`src/rtl/note_sequencer.sv`:
```
// rtl/note_sequencer.sv - song ROM walker that drives a wave generator note by note
//
// Purpose: reads 32 song entries ({note code, beats}) from a registered ROM,
// plays each note for beats*BEAT_CYCLES clocks followed by GAP_CYCLES of silence.
// Optional build macro: NOTE_SEQ_LOOP_EN (restart from entry 0 instead of stopping).
//
// Ports:
//   clock      in   1   rising-edge clock
//   reset      in   1   synchronous, active-low reset
//   start      in   1   begin playback from entry 0 (IDLE only)
//   stop       in   1   abort playback
//   song_addr  out  5   song ROM address
//   song_data  in   8   ROM data, [7:4] note code, [3:0] beats, one cycle latency
//   play_note  out  1   note-active strobe
//   hz         out 32   wave period in clocks for the current note (0 for rests)
//   duration   out  4   beat count of the current entry
//   busy       out  1   high whenever not IDLE
//   song_done  out  1   one-cycle pulse on normal completion of a pass
module note_sequencer #(
  parameter int BEAT_CYCLES = 12500000,
  parameter int GAP_CYCLES  = 1250000
) (
  input  logic        clock,
  input  logic        reset,
  input  logic        start,
  input  logic        stop,
  output logic [4:0]  song_addr,
  input  logic [7:0]  song_data,
  output logic        play_note,
  output logic [31:0] hz,
  output logic [3:0]  duration,
  output logic        busy,
  output logic        song_done
);

  localparam logic [2:0] IDLE  = 3'd0;
  localparam logic [2:0] FETCH = 3'd1;
  localparam logic [2:0] WAIT  = 3'd2;
  localparam logic [2:0] PLAY  = 3'd3;
  localparam logic [2:0] GAP   = 3'd4;
  localparam logic [2:0] DONE  = 3'd5;

  localparam logic [31:0] BEAT_LAST = 32'(BEAT_CYCLES - 1);
  localparam logic [31:0] GAP_LAST  = 32'(GAP_CYCLES - 1);

`ifdef NOTE_SEQ_LOOP_EN
  localparam bit LOOP_EN = 1'b1;
`else
  localparam bit LOOP_EN = 1'b0;
`endif

  logic [2:0]  state;
  logic [31:0] cycle_cnt;   // clocks within the current beat, reused for the gap
  logic [3:0]  beat_cnt;    // completed beats of the current note
  logic [31:0] note_hz;

  // Codes 1-12 map to C4..B4; everything else is a rest.
  always_comb begin
    note_hz = 32'd0;
    case (song_data[7:4])
      4'd1:    note_hz = 32'd191113;
      4'd2:    note_hz = 32'd180388;
      4'd3:    note_hz = 32'd170265;
      4'd4:    note_hz = 32'd160705;
      4'd5:    note_hz = 32'd151685;
      4'd6:    note_hz = 32'd143172;
      4'd7:    note_hz = 32'd135139;
      4'd8:    note_hz = 32'd127551;
      4'd9:    note_hz = 32'd120395;
      4'd10:   note_hz = 32'd113636;
      4'd11:   note_hz = 32'd107259;
      4'd12:   note_hz = 32'd101239;
      default: note_hz = 32'd0;
    endcase
  end

  assign busy = (state != IDLE);

  always_ff @(posedge clock) begin
    if (!reset) begin
      state     <= IDLE;
      song_addr <= 5'd0;
      play_note <= 1'b0;
      hz        <= 32'd0;
      duration  <= 4'd0;
      song_done <= 1'b0;
      cycle_cnt <= 32'd0;
      beat_cnt  <= 4'd0;
    end else if (stop && state != IDLE) begin
      // Abort: hz/duration deliberately keep the last note's values.
      state     <= IDLE;
      song_addr <= 5'd0;
      play_note <= 1'b0;
      song_done <= 1'b0;
      cycle_cnt <= 32'd0;
      beat_cnt  <= 4'd0;
    end else begin
      song_done <= 1'b0;
      case (state)
        IDLE: begin
          if (start && !stop) begin
            song_addr <= 5'd0;
            state     <= FETCH;
          end
        end
        // ROM registers the address during FETCH; data is valid in WAIT.
        FETCH: state <= WAIT;
        WAIT: begin
          if (song_data[3:0] == 4'd0) begin
            song_done <= 1'b1;
            if (LOOP_EN) begin
              song_addr <= 5'd0;
              state     <= FETCH;
            end else begin
              state <= DONE;
            end
          end else begin
            duration  <= song_data[3:0];
            hz        <= note_hz;
            play_note <= (note_hz != 32'd0);
            cycle_cnt <= 32'd0;
            beat_cnt  <= 4'd0;
            state     <= PLAY;
          end
        end
        PLAY: begin
          if (cycle_cnt == BEAT_LAST) begin
            cycle_cnt <= 32'd0;
            if (beat_cnt == duration - 4'd1) begin
              beat_cnt  <= 4'd0;
              play_note <= 1'b0;
              state     <= GAP;
            end else begin
              beat_cnt <= beat_cnt + 4'd1;
            end
          end else begin
            cycle_cnt <= cycle_cnt + 32'd1;
          end
        end
        GAP: begin
          if (cycle_cnt == GAP_LAST) begin
            cycle_cnt <= 32'd0;
            if (song_addr == 5'd31) begin
              song_done <= 1'b1;
              if (LOOP_EN) begin
                song_addr <= 5'd0;
                state     <= FETCH;
              end else begin
                state <= DONE;
              end
            end else begin
              song_addr <= song_addr + 5'd1;
              state     <= FETCH;
            end
          end else begin
            cycle_cnt <= cycle_cnt + 32'd1;
          end
        end
        DONE: begin
          song_addr <= 5'd0;
          state     <= IDLE;
        end
        default: state <= IDLE;
      endcase
    end
  end

endmodule

```
`config.mk`:
```
export PLATFORM = sky130hd
export DESIGN_NAME = note_sequencer
export DESIGN_NICKNAME = d
export VERILOG_FILES = /design/src/rtl/note_sequencer.sv
export SDC_FILE = /design/constraint.sdc
export NUM_CORES = 1
export LEC_CHECK = 0
export BUFFER_PORTS_ARGS = -buffer_cell sky130_fd_sc_hd__buf_2
export CORE_MARGIN = 4
export CORE_UTILIZATION = 31
export CTS_BUF_LIST = sky130_fd_sc_hd__clkbuf_8
export CTS_CLUSTER_DIAMETER = 30
export DETAILED_ROUTE_END_ITERATION = 10
export PLACE_DENSITY = 0.45
export REMOVE_ABC_BUFFERS = 1
export SLEW_MARGIN = 20
export SYNTH_ARGS = -nofsm -noshare
export SYNTH_HDL_FRONTEND = slang
export SYNTH_SLANG_ARGS = --single-unit
export TNS_END_PERCENT = 20
```
`constraint.sdc`:
```
create_clock -name clock -period 4.8 [get_ports clock]
set_input_delay 0.96 -clock clock [delete_from_list [all_inputs] [get_ports clock]]
set_output_delay 0.96 -clock clock [all_outputs]
set_load 0.005 [all_outputs]
```
# After elaboration in Yosys (flattened, before gate mapping)
# Memories as Yosys holds them, arrays and structs flattened.
# Index checks and enable logic that the tools add are counted.
[classes]
n_addsub = 4
eq_ne = 15
mux = 27
n_bitwise = 3
reduce_logical = 17
[ops]
columns = ["op", "n"]
rows = [
  ["$mux 32", 3],
  ["$pmux 32 s3", 1],
  ["$add 32x1->32 const B", 1],
  ["$eq 32x21->1 const B", 1],
  ["$eq 32x24->1 const B", 1],
  ["$reduce_bool 32->1", 1],
  ["$mux 3", 6],
  ["$mux 5", 3],
  ["$pmux 3 s5", 1],
  ["$pmux 5 s3", 1],
  ["$mux 4", 3],
  ["$ne 2x2->1 const B", 6],
  ["$reduce_and 4->1", 3],
  ["$reduce_bool 3->1", 3],
  ["$pmux 4 s2", 1],
  ["$eq 3x2->1 const B", 2],
  ["$eq 3x3->1 const B", 2],
  ["$mux 1", 6],
  ["$reduce_and 3->1", 2],
  ["$add 5x1->5 const B", 1],
  ["$eq 5x5->1 const B", 1],
  ["$add 4x1->4 const B", 1],
  ["$eq 4x4->1", 1],
  ["$logic_not 4->1", 1],
  ["10 further kinds", 14],
]
[word_totals]
regBits = 82
rom_bits = 288
in_bits = 12
word_cells = 75
n_memories = 1
[memory_table]
columns = ["name", "words", "word_bits", "rd", "rd_clocked_by_memory_dff", "wr", "line_no", "source"]
rows = [
  ["(no name shown)", 16, 18, 1, 0, 0, "60", "case (song_data[7:4])"],
]

# Logic depth before layout (Yosys ltp)
# Gate-level depths: netlist of run 1.
[depth]
depth_word = 5
mapped_depth = 9
depth_no_buf = 9

# Worst setup path after synthesis of run 1
# Ideal clock, no wire load.
[synth_timing]
kind = "input to register"
startpoint = "input port song_data[0]"
endpoint = "register cycle_cnt[17]"
setup_ns = 0.117
t_arrival_ns = 2.498
slack_ns = 2.185
cell_stages = 6
path_buffers = 0
cell_sequence = "nor4_1 o211ai_1 and3_1 nand4_1 xor2_1 nor2_1"
[synth_via]
elab_chain_len = 3
[synth_rtl]
columns = ["item", "line_no", "source"]
rows = [
  ["start, declared", "28", "input logic [7:0] song_data,"],
  ["$logic_not 4->1", "109", "if (song_data[3:0] == 4'd0) begin"],
  ["$ne 2x2->1 (no source line)", "--", ""],
  ["$reduce_and 2->1 (no source line)", "--", ""],
  ["end signal, assigned", "137", "cycle_cnt <= cycle_cnt + 32'd1;"],
  ["end signal, assigned", "156", "cycle_cnt <= cycle_cnt + 32'd1;"],
  ["end, declared", "53", "logic [31:0] cycle_cnt;"],
]
# Every way passes these cells.
# A chain may end at the register's enable or synchronous reset.

# Final worst setup path of run 1
[layout_timing]
startpoint = "register cycle_cnt[0]"
endpoint = "register cycle_cnt[30]"
[layout_via]
elab_chain_len = 3
elab_cells_between_ends = 6
classes_between = "add/sub: 1; eq/ne: 2; mux: 3"
[layout_rtl]
columns = ["item", "line_no", "source"]
rows = [
  ["$add 32x1->32, or another cell as far along", "137, 156", ""],
  ["$mux 32, on equally long branches", "141, 127", ""],
  ["$pmux 32 s3 (*)", "99", "case (state)"],
]
# Every way passes the cells marked *; elsewhere a longest branch is shown, timed or not.

==> results of run 1 <==
## power groups by stage
stage	Clock, mW	Combinational [mW]	Sequential (mW)
2_1_floorplan	0	0.0732	0.591
6_report	0.407	0.119	0.579
4_1_cts	0.428	0.121	0.579
3_5_place_dp	0	0.120	0.592
3_3_place_gp	0	0.121	0.592
5_1_grt	0.449	0.136	0.581
## layer usage
| layer | share of wire [%] | wire length (um) | global-route usage (%) |
|---|---|---|---|
| met1 | 48 | 4650 | 18.3 |
| met2 | 47 | 4520 | 21.4 |
| met3 | 4.2 | 404 | 2.88 |
| met4 | 1.2 | 119 | 5.88 |
| met5 | 0 | 0 | 0 |
## worst min-delay path, cell delays in order (launching register included)
cell      delay (ns)
dfxtp_1         0.31
nand2_1         0.05
a21boi_0        0.06
## cells in the final DEF, fill, tap and decap left out, types with 3 or more instances in the layout
master	synthesis	layout
dfxtp_1	68	68
nor2_1	61	61
nand2_1	50	50
buf_2	5	41
a21oi_1	26	26
nand3_1	21	21
o21ai_0	19	19
inv_1	14	18
nand4_1	17	17
nor3_1	16	16
xor2_1	15	15
ha_1	15	15
conb_1	1	14
a21boi_0	13	13
xnor2_1	12	12
nor2b_1	11	11
o211a_1	10	10
clkbuf_8	0	10
nor4_1	9	9
mux2i_1	7	7
o211ai_1	6	6
or3_1	5	5
and3_1	5	5
nand2b_1	5	5
and2_1	5	5
nand3b_1	3	3
and4b_1	3	3
nor4b_1	3	3
and4_1	3	3
o22ai_1	3	3
a22oi_1	3	3
buf_4	14	3
## cells by family after synthesis
logic type,count (synthesis)
mux,7
simple gates,229
flops,68
fa+ha+maj,15
other cells,1
buf+inv,54
xor+xnor,28
compound gates,99
## synthesized netlist by cell type (5+ instances only)
| cell | instances |
|---|---|
| dfxtp_1 | 68 |
| nor2_1 | 61 |
| nand2_1 | 50 |
| a21oi_1 | 26 |
| nand3_1 | 21 |
| o21ai_0 | 19 |
| clkbuf_1 | 17 |
| nand4_1 | 17 |
| nor3_1 | 16 |
| ha_1 | 15 |
| xor2_1 | 15 |
| buf_4 | 14 |
| inv_1 | 14 |
| a21boi_0 | 13 |
| xnor2_1 | 12 |
| nor2b_1 | 11 |
| o211a_1 | 10 |
| nor4_1 | 9 |
| mux2i_1 | 7 |
| o211ai_1 | 6 |
| and2_1 | 5 |
| and3_1 | 5 |
| buf_2 | 5 |
| nand2b_1 | 5 |
| or3_1 | 5 |
## through the flow
stage	area [sq um]	std cells	util [%]	setup WS [ns]	hold slack [ns]
2_1_floorplan	3840	475	-	2.02	0.457
3_3_place_gp	4300	691	34.0	1.88	0.452
3_5_place_dp	4300	691	34.0	1.90	0.454
4_1_cts	4460	707	35.3	1.89	0.465
5_1_grt	4460	707	35.3	1.72	0.495
6_report	4460	707	35.3	1.96	0.461
## cell type report
class                           instances  share of cell area [%]
Timing Repair Buffer                   44                    5.11
Sequential cell                        68                    30.5
Clock inverter                          6                   0.561
Inverter                               15                    1.26
Tap cell                              172                    4.83
Multi-Input combinational cell        392                    54.6
Clock buffer                           10                    3.09
## state kept, by name, summed over array words and instances, names as in the netlist
signal	cells
beat_cnt	4
state	3
play_note	1
song_done	1
song_addr	5
hz	18
cycle_cnt	32
duration	4
## how the worst max path moves through the flow
stage               cells after the start         start  slack (ns)       endpoint
finish                                  8  cycle_cnt[0]        1.96  cycle_cnt[30]
global route                            8  cycle_cnt[0]        1.72  cycle_cnt[28]
CTS                                     8  cycle_cnt[0]        1.89   cycle_cnt[7]
detailed placement                     10  song_data[5]        1.90      play_note
global placement                        8  cycle_cnt[0]        1.88  cycle_cnt[10]
floorplan                               3          stop        2.02         hz[14]
==> metrics.txt, run 1 <==
Int Power=0.805 mW; Port-buffer cells=41; cts bufs inserted=9; mux cell area share after synthesis=1.75%; sequential share of the synthesized area=34.1%; Reg2Reg Depth=8; hold endpoint=hz[11]; vias in the first global route=3284; initial antenna violation count=0; Worst VDD drop=0.0000751 V; crit end category=flip-flop; worst path cell trace=ha_1, and3_1, nand4_2, nor4_4, o21ai_1, buf_4, o21ai_2, nor2_1; Max Clk Rate=353 MHz; # clock sinks=68; CP delay by family, top=simple AND/OR/NAND/NOR gates; Hold-fix buffers, CTS=0; area of the multi-input gates=0.00243 sq mm; Area contributors post-synth=dfxtp_1, nor2_1, ha_1, nand2_1, xor2_1; R2R Path End=cycle_cnt[30]; Vias per Instance=4.92; share of async-settable or async-resettable flops after synthesis=0%; flop and latch count out of synthesis=68; CP max stage cell=o21ai_2; Crit path largest cell delay=0.72 ns; Worst-path clk slew=0.07 ns; DIE WIDTH=122 um; CP Class=flip-flop to flip-flop; Antenna Nets Post-Route=0; H-tree Lvls=3; Post-CTS Setup Inserts=0; Clock Skews=0.0102 ns; Crit path arrival time=3.04 ns; largest family of logic cells by synthesized area=simple AND/OR/NAND/NOR gates; Routed wire per std cell=13.7 um; Mapped Cells=501; NetSw=0.300 mW; row count=41; CP Launch Type=flip-flop; Tot Pwr=1.11 mW; Period minus WS final=2.84 ns; CP bufs+invs=1; yosys warns=0; sequential fraction of design power=52.4%; Synth Cell Area=0.00400 sq mm; clk buf depth=2; Placer Congestion=0.802; Die Ht=122 um; first-pass GRT wire length=16300 um; area leader, netlist=dfxtp_1; xor/xnor cell area share of the yosys netlist=6.48%; WL final=9690 um; GRT Overall Usage=13.7%; fraction of layout cells with a size suffix above 1=12.0%; hpwl dp=7040 um; Max FO, Critical Path=22; setup_tns=0 ns; WP data required=5.00 ns; Clock power frac=36.8%; io pins=56; Slew Limit Fails=0; post-synthesis area per instance=7.98 sq um; total number of vias=3481; grt ovf=0; Clock Latency Late Sink=0.35 ns; pin count of the biggest net entering global routing=29; core box area=0.0126 sq mm; Final nets=557; post_cts resized=0; max-cap violations=0; RSZ-0062 raised after global routing=false; worst hold path type=flip-flop to flip-flop; Net Sw Frac=27.2%; Initial DRC Count=176; Synth Area in Compound Gates=16.5%; period utilization=59.1%; Relative slew margins=38.5%; P_leak=1.79 nW; first-pass detailed-route iteration total=5; Initial Util=31.7%; pwr/cell area=248 mW/mm^2; area added between synthesis and finish=11.5%; EDFF count, synth=0; register-to-register setup slack=1.96 ns; Top FF cell, synth=dfxtp_1; top cell type's share of synthesized area=34.1%; final hold vios=0; DIE AREA=0.0148 sq mm; root buffer cell=clkbuf_8; Synth cell types=60; Logic pwr share=10.8%; status=completed; Reg-to-Reg Start=cycle_cnt[0]; Register Area=0.00136 sq mm; Post-route DRC=0; Antenna diodes=0; Worst-Margin Slew=0.922 ns; Synth Area in Simple Gates=29.9%; Synth Area in Adders=4.69%; # setup viols final=0; CTS tree=built; Worst Hold Launch=hz[11]; hold depth=2; Fill cells=1361
No activity file was read; power rests on OpenSTA's default activity.
==> run 2, diff against run 1 <==
--- a/config.mk
+++ b/config.mk
@@ -5,13 +5,14 @@
 export SDC_FILE = /design/constraint.sdc
 export NUM_CORES = 1
 export LEC_CHECK = 0
+export ABC_AREA = 1
 export BUFFER_PORTS_ARGS = -buffer_cell sky130_fd_sc_hd__buf_2
 export CORE_MARGIN = 4
 export CORE_UTILIZATION = 31
 export CTS_BUF_LIST = sky130_fd_sc_hd__clkbuf_8
 export CTS_CLUSTER_DIAMETER = 30
 export DETAILED_ROUTE_END_ITERATION = 10
-export PLACE_DENSITY = 0.45
+export PLACE_DENSITY = 0.47
 export REMOVE_ABC_BUFFERS = 1
 export SLEW_MARGIN = 20
 export SYNTH_ARGS = -nofsm -noshare
==> constraint.sdc (replaced) <==
create_clock -name clock -period 2.4 [get_ports clock]
set_input_delay 0.48 -clock clock [delete_from_list [all_inputs] [get_ports clock]]
set_output_delay 0.48 -clock clock [all_outputs]
set_load 0.005 [all_outputs]
==> metrics.txt, run 2 <==
status=completed; top-count cell post-synth=nand2_1; Vias per Instance=4.79 (-2.8%); Fill cells=1561 (+15%); pre-CTS setup slack=0.313 ns (-1.59 ns); WP data required=2.65 ns (-2.35 ns); Worst VDD drop=0.000577 V (+670%); pin count of the biggest net entering global routing=30 (+3.4%); first-pass GRT wire length=21400 um (+32%); Synth cell types=35 (-42%); period utilization=79.8% (+21 points); Period minus WS final=1.92 ns (-0.920 ns); clk buf depth=2 (unchanged); Relative slew margins=61.7% (+23 points); Top FF cell, synth=dfxtp_1; Area contributors post-synth=dfxtp_1, nand2_1, nor2_1, inv_1, nand3_1; DIE WIDTH=129 um (+6.2%); share of async-settable or async-resettable flops after synthesis=0% (unchanged); largest register by flop count=cycle_cnt; core box area=0.0141 sq mm (+12%); Top Metal Used=met4; Antenna Nets Post-Route=0 (unchanged); Crit path arrival time=2.17 ns (-0.87 ns); # clock sinks=68 (unchanged); pwr/cell area=780 mW/mm^2 (+210%); Hold-fix buffers, CTS=0 (unchanged); CP Launch Type=flip-flop; DR WL met3=694 um (+72%); Initial Util=32.2% (+0.57 points); Synth top cells by count=nand2_1, nor2_1, inv_1; worst hold path type=input pin to flip-flop; grt ovf=0 (unchanged); Max Clk Rate=522 MHz (+48%); hold_ws=0.360 ns (-0.101 ns); Worst-path clk slew=0.08 ns (about the same); CTS tree=built; WL final=12900 um (+33%); post_cts resized=0 (unchanged); area added between synthesis and finish=11.9%; fin cells=956 (+35%); EDFF count, synth=0 (unchanged); Post-CTS Setup Inserts=0 (unchanged); P_leak=2.31 nW (+29%); root buffer cell=clkbuf_8; post-synthesis area per instance=6.19 sq um (-22%); setup_tns=0 ns (unchanged); initial antenna violation count=0 (unchanged); most frequent cells in the layout=nand2_1, nor2_1, inv_1; Layout Utilization=36.1% (+0.77 points); Synth Cell Area=0.00455 sq mm (+14%); flop and latch count out of synthesis=68 (unchanged); GRT Overall Usage=16.1% (+2.4 points); row count=43 (+4.9%); RSZ-0062 raised after global routing=false; Die Ht=129 um (+6.2%); Port-buffer cells=41 (unchanged); DIE AREA=0.0167 sq mm (+13%); Mapped Cells=734 (+47%); DRT met1 WL=6340 um (+36%); Clock Latency Late Sink=0.37 ns (+0.02 ns); most common cell after layout, fill and taps aside=nand2_1; Routed wire per std cell=13.5 um (-1.6%); Initial DRC Count=314 (+78%); yosys warns=0 (unchanged); first-pass detailed-route iteration total=5 (unchanged); Placer Congestion=0.898 (+12%); metal2 WL=5600 um (+24%); Post-route DRC=0 (unchanged); max-cap violations=0 (unchanged); Largest register FFs=32 (unchanged); Max FO, Critical Path=13 (-41%); vias in the first global route=4230 (+29%); CP Class=flip-flop to flip-flop; H-tree Lvls=3 (unchanged); Clock Skews=0.0141 ns (+0.00389 ns); # setup viols final=0 (unchanged); Final nets=798 (+43%); top cell type's share of synthesized area=29.9% (-4.1 points); Antenna diodes=0 (unchanged); cts bufs inserted=9 (unchanged); io pins=56 (unchanged); area leader, netlist=dfxtp_1; Worst-Margin Slew=0.573 ns (-0.349 ns); placed cells=940 (+36%); crit end category=flip-flop; worst setup margin=0.484 ns (-1.48 ns); sequential share of the synthesized area=29.9% (-4.1 points); hpwl dp=9820 um (+40%); biggest regs=cycle_cnt: 32 flops, hz: 18 flops, song_addr: 5 flops; total number of vias=4576 (+31%); fraction of layout cells with a size suffix above 1=11.6% (-0.36 points); final hold vios=0 (unchanged); Slew Limit Fails=0 (unchanged)
==> run 2: changes by cell type after synthesis, sizes merged, moves of 8 or more <==
cell,previous run,this run
o21ai,21,41
nor2,61,131
nor2b,11,0
nor4,12,3
a21boi,13,0
o211a,10,0
inv,15,92
xnor2,12,1
nand3,21,53
clkbuf,18,4
nand2,50,209
nor3,16,8
==> run 2: through the flow <==
stage	total power, mW	cell area [sq um]
2_1_floorplan	2.26	4370
3_3_place_gp	2.76	4830
3_5_place_dp	2.77	4830
4_1_cts	4.02	5090
5_1_grt	4.26	5090
6_report	3.97	5090
==> run 2: path summary, 6_finish.rpt <==
| kind | endpoint | slack (ns) | startpoint | cells past startpoint |
|---|---|---|---|---|
| worst max-delay path | cycle_cnt[10] | 0.48 | cycle_cnt[0] | 10 |
| worst min-delay path | duration[3] | 0.36 | song_data[3] | 3 |
| worst max register to register | cycle_cnt[10] | 0.48 | cycle_cnt[0] | 10 |
| worst min register to register | hz[10] | 0.47 | hz[10] | 2 |
==> run 2: cell families after synthesis <==
logic type                 count (synthesis)  share of synthesized area (%)
AOI/OAI and AO/OA                         92                           11.0
buffers and inverters                    125                           12.6
xor gates and xnor gates                  15                           2.89
DFF                                       68                           29.9
and+or+nand+nor                          418                           39.3
adders and majority gates                 15                           4.13
other                                      1                         0.0825
==> run 2: layout make-up <==
| class | instances | area, sq um | area share (%) |
|---|---|---|---|
| clock buffers | 11 | 151 | 2.98 |
| repair buffers | 45 | 235 | 4.62 |
| inverters | 93 | 349 | 6.86 |
| well taps | 180 | 225 | 4.43 |
| clock inverters | 5 | 106 | 2.09 |
| multi-input cells | 554 | 2660 | 52.3 |
| flip-flops and latches | 68 | 1360 | 26.8 |
==> run 2: power by group <==
part	internal, mW	total, mW	switching (mW)	leakage, nW
sequential	1.26	1.38	0.116	0.550
combinational	0.393	1.36	0.963	1.64
clock	0.751	1.23	0.484	0.126
==> run 2: routing by layer <==
| layer | track usage [%] | up-vias |
|---|---|---|
| li1 | - | 2368 |
| met1 | 22.6 | 2081 |
| met2 | 24.2 | 106 |
| met3 | 4.41 | 21 |
| met4 | 5.00 | 0 |
| met5 | 0 | - |
==> run 2: worst max-delay path, cell delays in order (launching register included) <==
cell	delay (ns)
dfxtp_1	0.38
ha_1	0.20
inv_1	0.09
nor2_4	0.15
nand2_1	0.08
nor2_2	0.15
nand2_2	0.11
nand2_4	0.11
nand3_4	0.20
nand2_4	0.25
nor3_1	0.06
